**config.mk**
```make
export PLATFORM = sky130hd
export DESIGN_NAME = uart_fifo_bridge
export DESIGN_NICKNAME = d
export VERILOG_FILES = /design/src/rtl/uart_fifo_bridge.sv
export SDC_FILE = /design/constraint.sdc
export NUM_CORES = 1
export LEC_CHECK = 0
export ABC_CLOCK_PERIOD_IN_PS = 4800
export BUFFER_PORTS_ARGS = -buffer_cell sky130_fd_sc_hd__buf_2
export CAP_MARGIN = 20
export CORE_AREA = 2 2 161 163
export DETAILED_ROUTE_END_ITERATION = 7
export DIE_AREA = 0 0 163 165
export PLACE_DENSITY = 0.63
export REMOVE_ABC_BUFFERS = 1
export SYNTH_ARGS = -nofsm -noshare
export SYNTH_HDL_FRONTEND = slang
export SYNTH_SLANG_ARGS = --single-unit
```
**constraint.sdc**
```tcl
create_clock -name clk -period 4.8 [get_ports clk]
set_clock_uncertainty 0.2 [all_clocks]
set_input_delay 0.24 -clock clk [delete_from_list [all_inputs] [get_ports clk]]
set_output_delay 0.24 -clock clk [all_outputs]
set_load 0.02 [all_outputs]
```
**src/rtl/uart_fifo_bridge.sv**
```systemverilog
`default_nettype none
// ============================================================================
// Module   : uart_fifo_bridge
// Desc     : TX/RX byte FIFOs between the CPU register port and the UART pair.
//            Optional RTS flow control is built when UART_RTS_EN is defined.
// Revision : 1.0 - initial release
// ============================================================================
module uart_fifo_bridge #(
  parameter int TXDEPTH_LOG2 = 4,
  parameter int RXDEPTH_LOG2 = 4
) (
  input  logic       clk,
  input  logic       rst_n,
  input  logic [7:0] data_in,
  input  logic       data_wr,
  input  logic       ctrl_wr,
  input  logic       data_rd,
  output logic [7:0] data_out,
  output logic [7:0] status,
  output logic [7:0] txdata,
  output logic       txbegin,
  input  logic       txbusy,
  input  logic [7:0] rxdata,
  input  logic       rxrecv,
  output logic       rts_n
);

  localparam int c_tx_depth = 1 << TXDEPTH_LOG2;
  localparam int c_rx_depth = 1 << RXDEPTH_LOG2;
  localparam logic [TXDEPTH_LOG2:0] c_tx_full_cnt = {1'b1, {TXDEPTH_LOG2{1'b0}}};
  localparam logic [RXDEPTH_LOG2:0] c_rx_full_cnt = {1'b1, {RXDEPTH_LOG2{1'b0}}};

  typedef enum logic [1:0] {
    T_IDLE     = 2'd0,
    T_PULSE    = 2'd1,
    T_WAITBUSY = 2'd2,
    T_WAITDONE = 2'd3
  } tx_state_t;

  logic w_flush;
  logic w_ovf_clr;
  assign w_flush   = ctrl_wr & data_in[1];
  assign w_ovf_clr = ctrl_wr & data_in[0];

  // ---------------- TX FIFO and transmitter handshake ----------------
  logic [7:0]            r_tx_mem [c_tx_depth];
  logic [TXDEPTH_LOG2:0] r_tx_wptr;
  logic [TXDEPTH_LOG2:0] r_tx_rptr;
  logic [TXDEPTH_LOG2:0] w_tx_count;
  logic                  w_tx_empty;
  logic                  w_tx_full;
  logic                  w_tx_push;
  logic                  w_tx_pop;
  logic                  w_tx_idle;
  tx_state_t             r_tx_state;

  assign w_tx_count = r_tx_wptr - r_tx_rptr;
  assign w_tx_empty = (w_tx_count == '0);
  assign w_tx_full  = (w_tx_count == c_tx_full_cnt);
  assign w_tx_push  = data_wr & ~w_tx_full;
  assign w_tx_pop   = (r_tx_state == T_IDLE) & ~w_tx_empty & ~txbusy;
  assign w_tx_idle  = w_tx_empty & (r_tx_state == T_IDLE) & ~txbusy;

  always_ff @(posedge clk) begin
    if (w_tx_push) r_tx_mem[r_tx_wptr[TXDEPTH_LOG2-1:0]] <= data_in;
  end

  always_ff @(posedge clk or negedge rst_n) begin
    if (!rst_n) begin
      r_tx_wptr <= '0;
      r_tx_rptr <= '0;
    end else begin
      if (w_tx_push) r_tx_wptr <= r_tx_wptr + 1'b1;
      // Flush drops everything queued; a byte written in the same cycle survives.
      if (w_flush)       r_tx_rptr <= r_tx_wptr;
      else if (w_tx_pop) r_tx_rptr <= r_tx_rptr + 1'b1;
    end
  end

  always_ff @(posedge clk or negedge rst_n) begin
    if (!rst_n) begin
      r_tx_state <= T_IDLE;
      txbegin    <= 1'b0;
      txdata     <= 8'h00;
    end else begin
      txbegin <= 1'b0;
      case (r_tx_state)
        T_IDLE: begin
          if (w_tx_pop) begin
            txdata     <= r_tx_mem[r_tx_rptr[TXDEPTH_LOG2-1:0]];
            txbegin    <= 1'b1;
            r_tx_state <= T_PULSE;
          end
        end
        T_PULSE:    r_tx_state <= T_WAITBUSY;
        T_WAITBUSY: if (txbusy)  r_tx_state <= T_WAITDONE;
        T_WAITDONE: if (!txbusy) r_tx_state <= T_IDLE;
        default:    r_tx_state <= T_IDLE;
      endcase
    end
  end

  // ---------------- RX FIFO ----------------
  logic [7:0]            r_rx_mem [c_rx_depth];
  logic [RXDEPTH_LOG2:0] r_rx_wptr;
  logic [RXDEPTH_LOG2:0] r_rx_rptr;
  logic [RXDEPTH_LOG2:0] w_rx_count;
  logic                  r_rxrecv_d;
  logic                  r_rx_ovf;
  logic                  w_rx_empty;
  logic                  w_rx_full;
  logic                  w_rx_rise;
  logic                  w_rx_pop;
  logic                  w_rx_push;
  logic                  w_rx_ovf_set;

  assign w_rx_count   = r_rx_wptr - r_rx_rptr;
  assign w_rx_empty   = (w_rx_count == '0);
  assign w_rx_full    = (w_rx_count == c_rx_full_cnt);
  assign w_rx_rise    = rxrecv & ~r_rxrecv_d;
  assign w_rx_pop     = data_rd & ~w_rx_empty;
  // A read in the same cycle frees the slot, so a full FIFO still accepts the byte.
  assign w_rx_push    = w_rx_rise & ~w_flush & (~w_rx_full | w_rx_pop);
  assign w_rx_ovf_set = w_rx_rise & ~w_flush & w_rx_full & ~w_rx_pop;

  always_ff @(posedge clk) begin
    if (w_rx_push) r_rx_mem[r_rx_wptr[RXDEPTH_LOG2-1:0]] <= rxdata;
  end

  always_ff @(posedge clk or negedge rst_n) begin
    if (!rst_n) begin
      r_rx_wptr  <= '0;
      r_rx_rptr  <= '0;
      r_rxrecv_d <= 1'b0;
      r_rx_ovf   <= 1'b0;
    end else begin
      r_rxrecv_d <= rxrecv;
      if (w_flush) begin
        r_rx_rptr <= r_rx_wptr;
      end else begin
        if (w_rx_pop)  r_rx_rptr <= r_rx_rptr + 1'b1;
        if (w_rx_push) r_rx_wptr <= r_rx_wptr + 1'b1;
      end
      if (w_rx_ovf_set)   r_rx_ovf <= 1'b1;
      else if (w_ovf_clr) r_rx_ovf <= 1'b0;
    end
  end

  assign data_out = w_rx_empty ? 8'h00 : r_rx_mem[r_rx_rptr[RXDEPTH_LOG2-1:0]];
  assign status   = {~w_rx_empty, w_tx_full, r_rx_ovf, w_tx_idle, 4'b0000};

`ifdef UART_RTS_EN
  localparam logic [RXDEPTH_LOG2:0] c_rts_hi = c_rx_full_cnt - 2'd2;
  localparam logic [RXDEPTH_LOG2:0] c_rts_lo = c_rx_full_cnt >> 1;
  logic r_rts_n;

  // Hysteresis: assert near full, release only once half drained.
  always_ff @(posedge clk or negedge rst_n) begin
    if (!rst_n)                      r_rts_n <= 1'b0;
    else if (w_rx_count >= c_rts_hi) r_rts_n <= 1'b1;
    else if (w_rx_count <= c_rts_lo) r_rts_n <= 1'b0;
  end

  assign rts_n = r_rts_n;
`else
  assign rts_n = 1'b0;
`endif

endmodule
`default_nettype wire

```
==> results of run 1 <==
## flip-flops by register name, summed over array words and instances, names as in the netlist
name and cells:
r_rx_mem 128, r_rx_ovf 1, r_rx_rptr 5, r_rx_wptr 5, r_rxrecv_d 1, r_tx_mem 128
r_tx_rptr 5, r_tx_state 2, r_tx_wptr 5, txbegin 1, txdata 8
## final cells by class
| type | instances | area, um^2 | share of cell area (%) |
|---|---|---|---|
| flip-flops and latches | 289 | 8520 | 61.2 |
| multi-input cells | 354 | 3410 | 24.5 |
| clock buffers | 37 | 756 | 5.43 |
| repair buffers | 80 | 551 | 3.95 |
| well taps | 330 | 413 | 2.97 |
| clock inverters | 17 | 218 | 1.56 |
| inverters | 17 | 63.8 | 0.458 |
## logic make-up (layout without fill, tap and decap cells)
kind of cell	count (synthesis)	after routing	share of synthesized area, %
other	1	5	0.0308
adder cells (fa/ha/maj)	22	22	2.26
multiplexers	78	78	13.1
flip-flops	289	289	69.9
XOR/XNOR	16	16	1.38
AND/OR/NAND/NOR	185	185	7.66
AO/OA/AOI/OAI	48	48	3.33
buffers and inverters	59	151	2.31
## path summary, 6_finish.rpt
path,depth (start not counted),end
worst max-delay path,7,data_out[1]
worst min-delay path,2,r_tx_wptr[4]$_DFFE_PN0P_
worst max register to register,6,r_tx_mem[2][4]$_DFFE_PP_
worst min register to register,1,txdata[4]$_DFFE_PN0P_
max in group asynchronous,2,r_tx_rptr[0]$_DFFE_PN0P_
min in group clk,2,r_rxrecv_d$_DFF_PN0_
## where the power goes
group          switching, mW  internal [mW]
registers              0.235           3.03
clock network          0.915           1.38
logic                   1.68           1.21
## stage by stage
stage | hold slack, ns | setup WS [ns]
floorplan | -0.256 | 0.362
global placement | 0.185 | 1.19
detailed placement | 0.194 | 1.05
CTS | 0.172 | 0.714
global route | 0.208 | 0.526
finish | 0.145 | 0.697
## repair_timing
action                                 4_1_cts  5_1_grt
endpoints found under the hold margin      301        0
resized for setup                            0        0
hold buffers                                23        0
## layout by cell type, fill, tap and decap left out, types with 4 or more instances in the layout
cell,instances
edfxtp_1,256
nand2_1,78
mux4_2,64
buf_2,43
dfrtp_1,31
clkbuf_16,29
and3_1,28
nor2_1,24
dlygate4sd3_1,23
ha_1,22
inv_1,14
buf_4,14
a31oi_1,12
mux2_2,12
nand3b_1,9
clkinv_1,8
a311oi_1,8
xor2_1,8
nand3_1,8
clkbuf_1,8
xnor2_1,6
nand4_1,6
nor3_1,5
and2_1,5
o21ai_0,5
conb_1,5
bufinv_16,5
a21oi_1,4
## worst reg2reg max path, stage by stage (launching register included)
cell and delay, ns:
dfrtp_1 0.76, ha_1 0.43, and3b_1 0.24, o211ai_1 0.24, a211oi_2 0.15, nand2b_1 0.50, nor4b_2 0.93
## layer usage
layer	up-vias	share of wire (%)	global-route usage, %
met5	-	0	0
met4	0	1.3	3.94
met3	31	5.8	2.91
met2	205	48	32.6
met1	3384	45	29.1
li1	2875	-	-
==> results.md, run 1 <==
- DP Wirelength: 16700 um
- DRC Markers: 0
- Worst-path clk slew: 0.06 ns
- Final Setup Violations: 0
- Synth top cells by count: 256 x edfxtp_1, 78 x nand2_1, 64 x mux4_2, 33 x dfrtp_1, 28 x and3_1
- Status: finished, final reports clean
- Via density: 5.78
- Number of flops mapped to enable cells by yosys: 256
- Min-Delay Path Class: input pin to async pin
- Worst r2r src: r_tx_wptr[2]$_DFFE_PN0P_
- Final nets: 816
- Vias in the first global route: 6845
- Cell Area, Placed: 12700 um^2
- Setup slack, reg-to-reg: 0.97 ns
- Critical Path End Type: output port
- Area of the core: 25000 um^2
- Final core occ: 55.6%
- Fraction of registers with async set/reset: 11.4%
- Die X: 163 um
- Main flop type after synthesis: edfxtp_1
- Pwr dens: 607 nW/um^2
- Starting density of the core: 48.6%
- CP Buf/Inv Count: 2
- Fin Setup TNS: 0 ns
- Headroom to the max-slew limit: 27.1%
- CTS buffer count: 29
- Placed instance count: 1047
- Post-CTS Repair Setup Buffers: 0
- Crit path max-delay family: compound AO/OA/AOI/OAI gates
- Post-route cell area: 13900 um^2
- Max Cap Viol: 0
- Leakage power: 4.88 nW
- Mapped Cells: 698
- Clock sink count: 289
- Cell row count: 58
- Tcrit/Tclk final: 85.5%
- Max-slew violation count: 0
- Area share of the largest cell type after synthesis: 63.1%
- Gpl congestion: 0.833
- Area leader, netlist: edfxtp_1
- Skew-Pair Late Insertion Delay: 0.55 ns
- H-Tree Depth: 1
- Largest net degree at the start of global routing: 37
- Area of the mapped netlist: 12200 um^2
- Worst path cell trace: inv_1 > ha_1 > xnor3_1 > or4_4 > a211oi_4 > a311oi_1 > buf_2
- Count leader, synth: edfxtp_1
- Actual slew at the worst max-slew pin: 1.09 ns
- N_diodes: 0
- CP max stage cell: a211oi_4
- Gr usage total: 19.9%
- Crit path max fanout: 19
- #FFs+latches synth: 289
- Pre-antenna DRT Iters: 5
- Synthesis Warnings: 0
- Io pins: 49
- CTS Root Cell: clkbuf_16
- Crit Path Class: flop to output port
- Library cells used by synthesis: 53
- Final ANT Viol Nets: 0
- Hold Fails Final Rpt: 0
- Port-buffer cells: 43
- WP data required: 4.36 ns
- Mean post-synth cell area: 17.4 um^2
- Slowest cell delay on critical path: 0.72 ns
- Critical Path Start: r_rx_rptr[3]$_DFFE_PN0P_
- Die Y: 165 um
- Clk buf depth: 3
- CTS tree: done
- Startpoint Class: flop
- Synthesis-to-layout area growth: 14.4%
- Non-filler cells, final: 1124
- Minimum clock period: 4.10 ns
- Fmax: 244 MHz
- RSZ-0062 raised after global routing: no
- Routed via count: 6495
- Fill cell count: 1940
- Iteration-0 DRC Markers: 572
- Final Total Pwr: 8.45 mW
- First-pass GRT wire length: 39900 um
- Routed WL per cell: 23.0 um
- Register area share after synthesis: 69.9%
- DIE AREA: 26900 um^2
- Routed wire length: 25800 um
- Maximum vdd ir drop: 0.381 mV
- Synth area leaders: edfxtp_1 63%, mux4_2 12%, dfrtp_1 6.8%
- CP Data Arrival Time: 3.66 ns
- Initial antenna violation count: 0
- Gr ovfl total: 0
- Layout cells sized above 1: 23.9%
Power figures use the tool's default switching activity.
==> run 2: changes to the inputs <==
--- a/config.mk
+++ b/config.mk
@@ -12,6 +12,7 @@
 export DETAILED_ROUTE_END_ITERATION = 7
 export DIE_AREA = 0 0 163 165
 export PLACE_DENSITY = 0.63
+export RECOVER_POWER = 50
 export REMOVE_ABC_BUFFERS = 1
 export SYNTH_ARGS = -nofsm -noshare
 export SYNTH_HDL_FRONTEND = slang
==> run 2 against run 1 <==
Against the previous run:
- the flow now finishes with violations (max-capacitance violations, max-slew violations)
- clock power hardly changed
- total power is 0.21% lower
- largest power group unchanged
- critical endpoint unchanged
- cell area is 0.24% lower
- setup slack better by 0.053 ns
- fmax is 1.3% higher
- first-iteration DRC count is 17% lower
- highest routed layer unchanged
- largest cell class unchanged
==> results.md, run 2 (same netlist as run 1, synthesis figures left out) <==
- Status: finished, violations left (was finished, final reports clean)
- Failing checks: max-capacitance violations, max-slew violations
- Gpl congestion: 0.833 (unchanged)
- First-pass GRT wire length: 39900 um (unchanged)
- Max-slew violation count: 34 (was 0)
- Minimum clock period: 4.05 ns (was 4.10 ns)
- CTS Root Cell: clkbuf_16 (unchanged)
- N_diodes: 0 (unchanged)
- Layout cells sized above 1: 20.5% (was 23.9%)
- Crit path max fanout: 19 (unchanged)
- Fmax: 247 MHz (was 244 MHz)
- Final ANT Viol Nets: 0 (unchanged)
- Via density: 5.75 (was 5.78)
- Max Cap Viol: 1 (was 0)
- Setup slack, reg-to-reg: 1.00 ns (was 0.97 ns)
- Largest net degree at the start of global routing: 37 (unchanged)
- CTS tree: done (unchanged)
- Initial antenna violation count: 0 (unchanged)
- Routed via count: 6467 (was 6495)
- CTS buffer count: 29 (unchanged)
- Startpoint Class: flop (unchanged)
- DRC Markers: 0 (unchanged)
- Storage cell area: 8520 um^2 (unchanged)
- Port-buffer cells: 43 (unchanged)
- Starting density of the core: 48.6% (unchanged)
- Final nets: 816 (unchanged)
- Post-CTS Repair Setup Buffers: 0 (unchanged)
- Gr usage total: 19.9% (unchanged)
- Pwr dens: 607 nW/um^2 (about the same)
- # resized after CTS: 0 (unchanged)
- WP data required: 4.36 ns (about the same)
- Die X: 163 um (unchanged)
- Gr ovfl total: 0 (unchanged)
- CP Data Arrival Time: 3.61 ns (was 3.66 ns)
- Hold Fails Final Rpt: 0 (unchanged)
- Min-Delay Path Class: input pin to flop (was input pin to async pin)
- Actual slew at the worst max-slew pin: 2.00 ns (was 1.09 ns)
- Die Y: 165 um (unchanged)
- Io pins: 49 (unchanged)
- Maximum vdd ir drop: 0.381 mV (about the same)
- Vias in the first global route: 6845 (unchanged)
- Worst-path clk slew: 0.06 ns (about the same)
- Hold buffer count at cts: 23 (unchanged)
- Clock sink count: 289 (unchanged)
- Leading cell type in the layout, fill and taps excluded: edfxtp_1 (unchanged)
- Final core occ: 55.5% (was 55.6%)
- Pre-antenna DRT Iters: 5 (unchanged)
- Routed WL per cell: 23.0 um (about the same)
- Area of the core: 25000 um^2 (unchanged)
- Skew-Pair Late Insertion Delay: 0.55 ns (about the same)
- Final Setup Violations: 0 (unchanged)
- Iteration-0 DRC Markers: 477 (was 572)
- Fill cell count: 1943 (was 1940)
- Area of the multi-input gates: 3410 um^2 (unchanged)
- Clk buf depth: 3 (unchanged)
- H-Tree Depth: 1 (unchanged)
- Leakage power: 4.80 nW (was 4.88 nW)
- Commonest non-fill, non-tap cells in the layout: 256 x edfxtp_1, 78 x nand2_1, 64 x mux4_2 (unchanged)
- RSZ-0062 raised after global routing: no (unchanged)
- Fin Setup TNS: 0 ns (unchanged)
- DP Wirelength: 16700 um (unchanged)
- DIE AREA: 26900 um^2 (unchanged)
- Routed wire length: 25900 um (was 25800 um)
- Critical Path End Type: output port (unchanged)
- Synthesis-to-layout area growth: 14.1% (was 14.4%)
- Headroom to the max-slew limit: -33.2% (was 27.1%)
- Cell row count: 58 (unchanged)
- Tcrit/Tclk final: 84.4% (was 85.5%)
- Crit Path Class: flop to output port (unchanged)
-- run 2: cell count changes in the layout (fill, tap and decap cells not counted) --
cell      change
clkbuf_1     +27
buf_2        -27
-- run 2: power by group --
group          internal (mW)  switching (mW)
Sequential              3.03           0.236
Combinational           1.20            1.67
Clock                   1.38           0.915
Total                   5.61            2.82
-- run 2: routing by layer --
layer | part of all wire [%] | wire length (um) | vias up | global-route usage [%]
met5 | 0 | 0 | - | 0
met4 | 1.2 | 314 | 0 | 3.94
met3 | 5.6 | 1460 | 26 | 2.91
met2 | 48 | 12400 | 182 | 32.6
met1 | 45 | 11700 | 3381 | 29.1
li1 | - | - | 2878 | -
-- run 2: path summary, 6_finish.rpt --
check	from	to	cells after the start
max in group asynchronous	rst_n	r_tx_rptr[0]$_DFFE_PN0P_	2
min in group asynchronous	rst_n	txdata[0]$_DFFE_PN0P_	2
min	rxrecv	r_rxrecv_d$_DFF_PN0_	2
max reg2reg	r_tx_wptr[2]$_DFFE_PN0P_	r_tx_mem[2][4]$_DFFE_PP_	6
min reg2reg	txdata[4]$_DFFE_PN0P_	txdata[4]$_DFFE_PN0P_	1
max	r_rx_rptr[3]$_DFFE_PN0P_	data_out[1]	7
-- run 2: through the flow --
step | setup WS, ns | hold WS (ns) | std cells | instance area, um^2 | power [mW]
2_1_floorplan | 0.362 | -0.256 | 660 | 12000 | 5.27
3_3_place_gp | 1.19 | 0.185 | 1047 | 12700 | 6.09
3_5_place_dp | 1.05 | 0.194 | 1047 | 12700 | 6.19
4_1_cts | 0.714 | 0.172 | 1124 | 13900 | 8.51
5_1_grt | 0.526 | 0.246 | 1124 | 13900 | 8.86
6_report | 0.750 | 0.247 | 1124 | 13900 | 8.43
-- run 2: final cells by class --
type	count	share of cell area, %
Clock inverter	17	1.57
Clock buffer	37	5.44
Tap cell	330	2.97
Sequential cell	289	61.3
Timing Repair Buffer	80	3.72
Multi-Input combinational cell	354	24.5
Inverter	17	0.459
-- run 2: critical path, stage by stage (launching register included) --
cell and delay [ns]:
dfrtp_1 0.62, inv_1 0.30, ha_1 0.27, xnor3_1 0.38, or4_4 0.44, a211oi_4 0.72, a311oi_1 0.12, buf_2 0.21
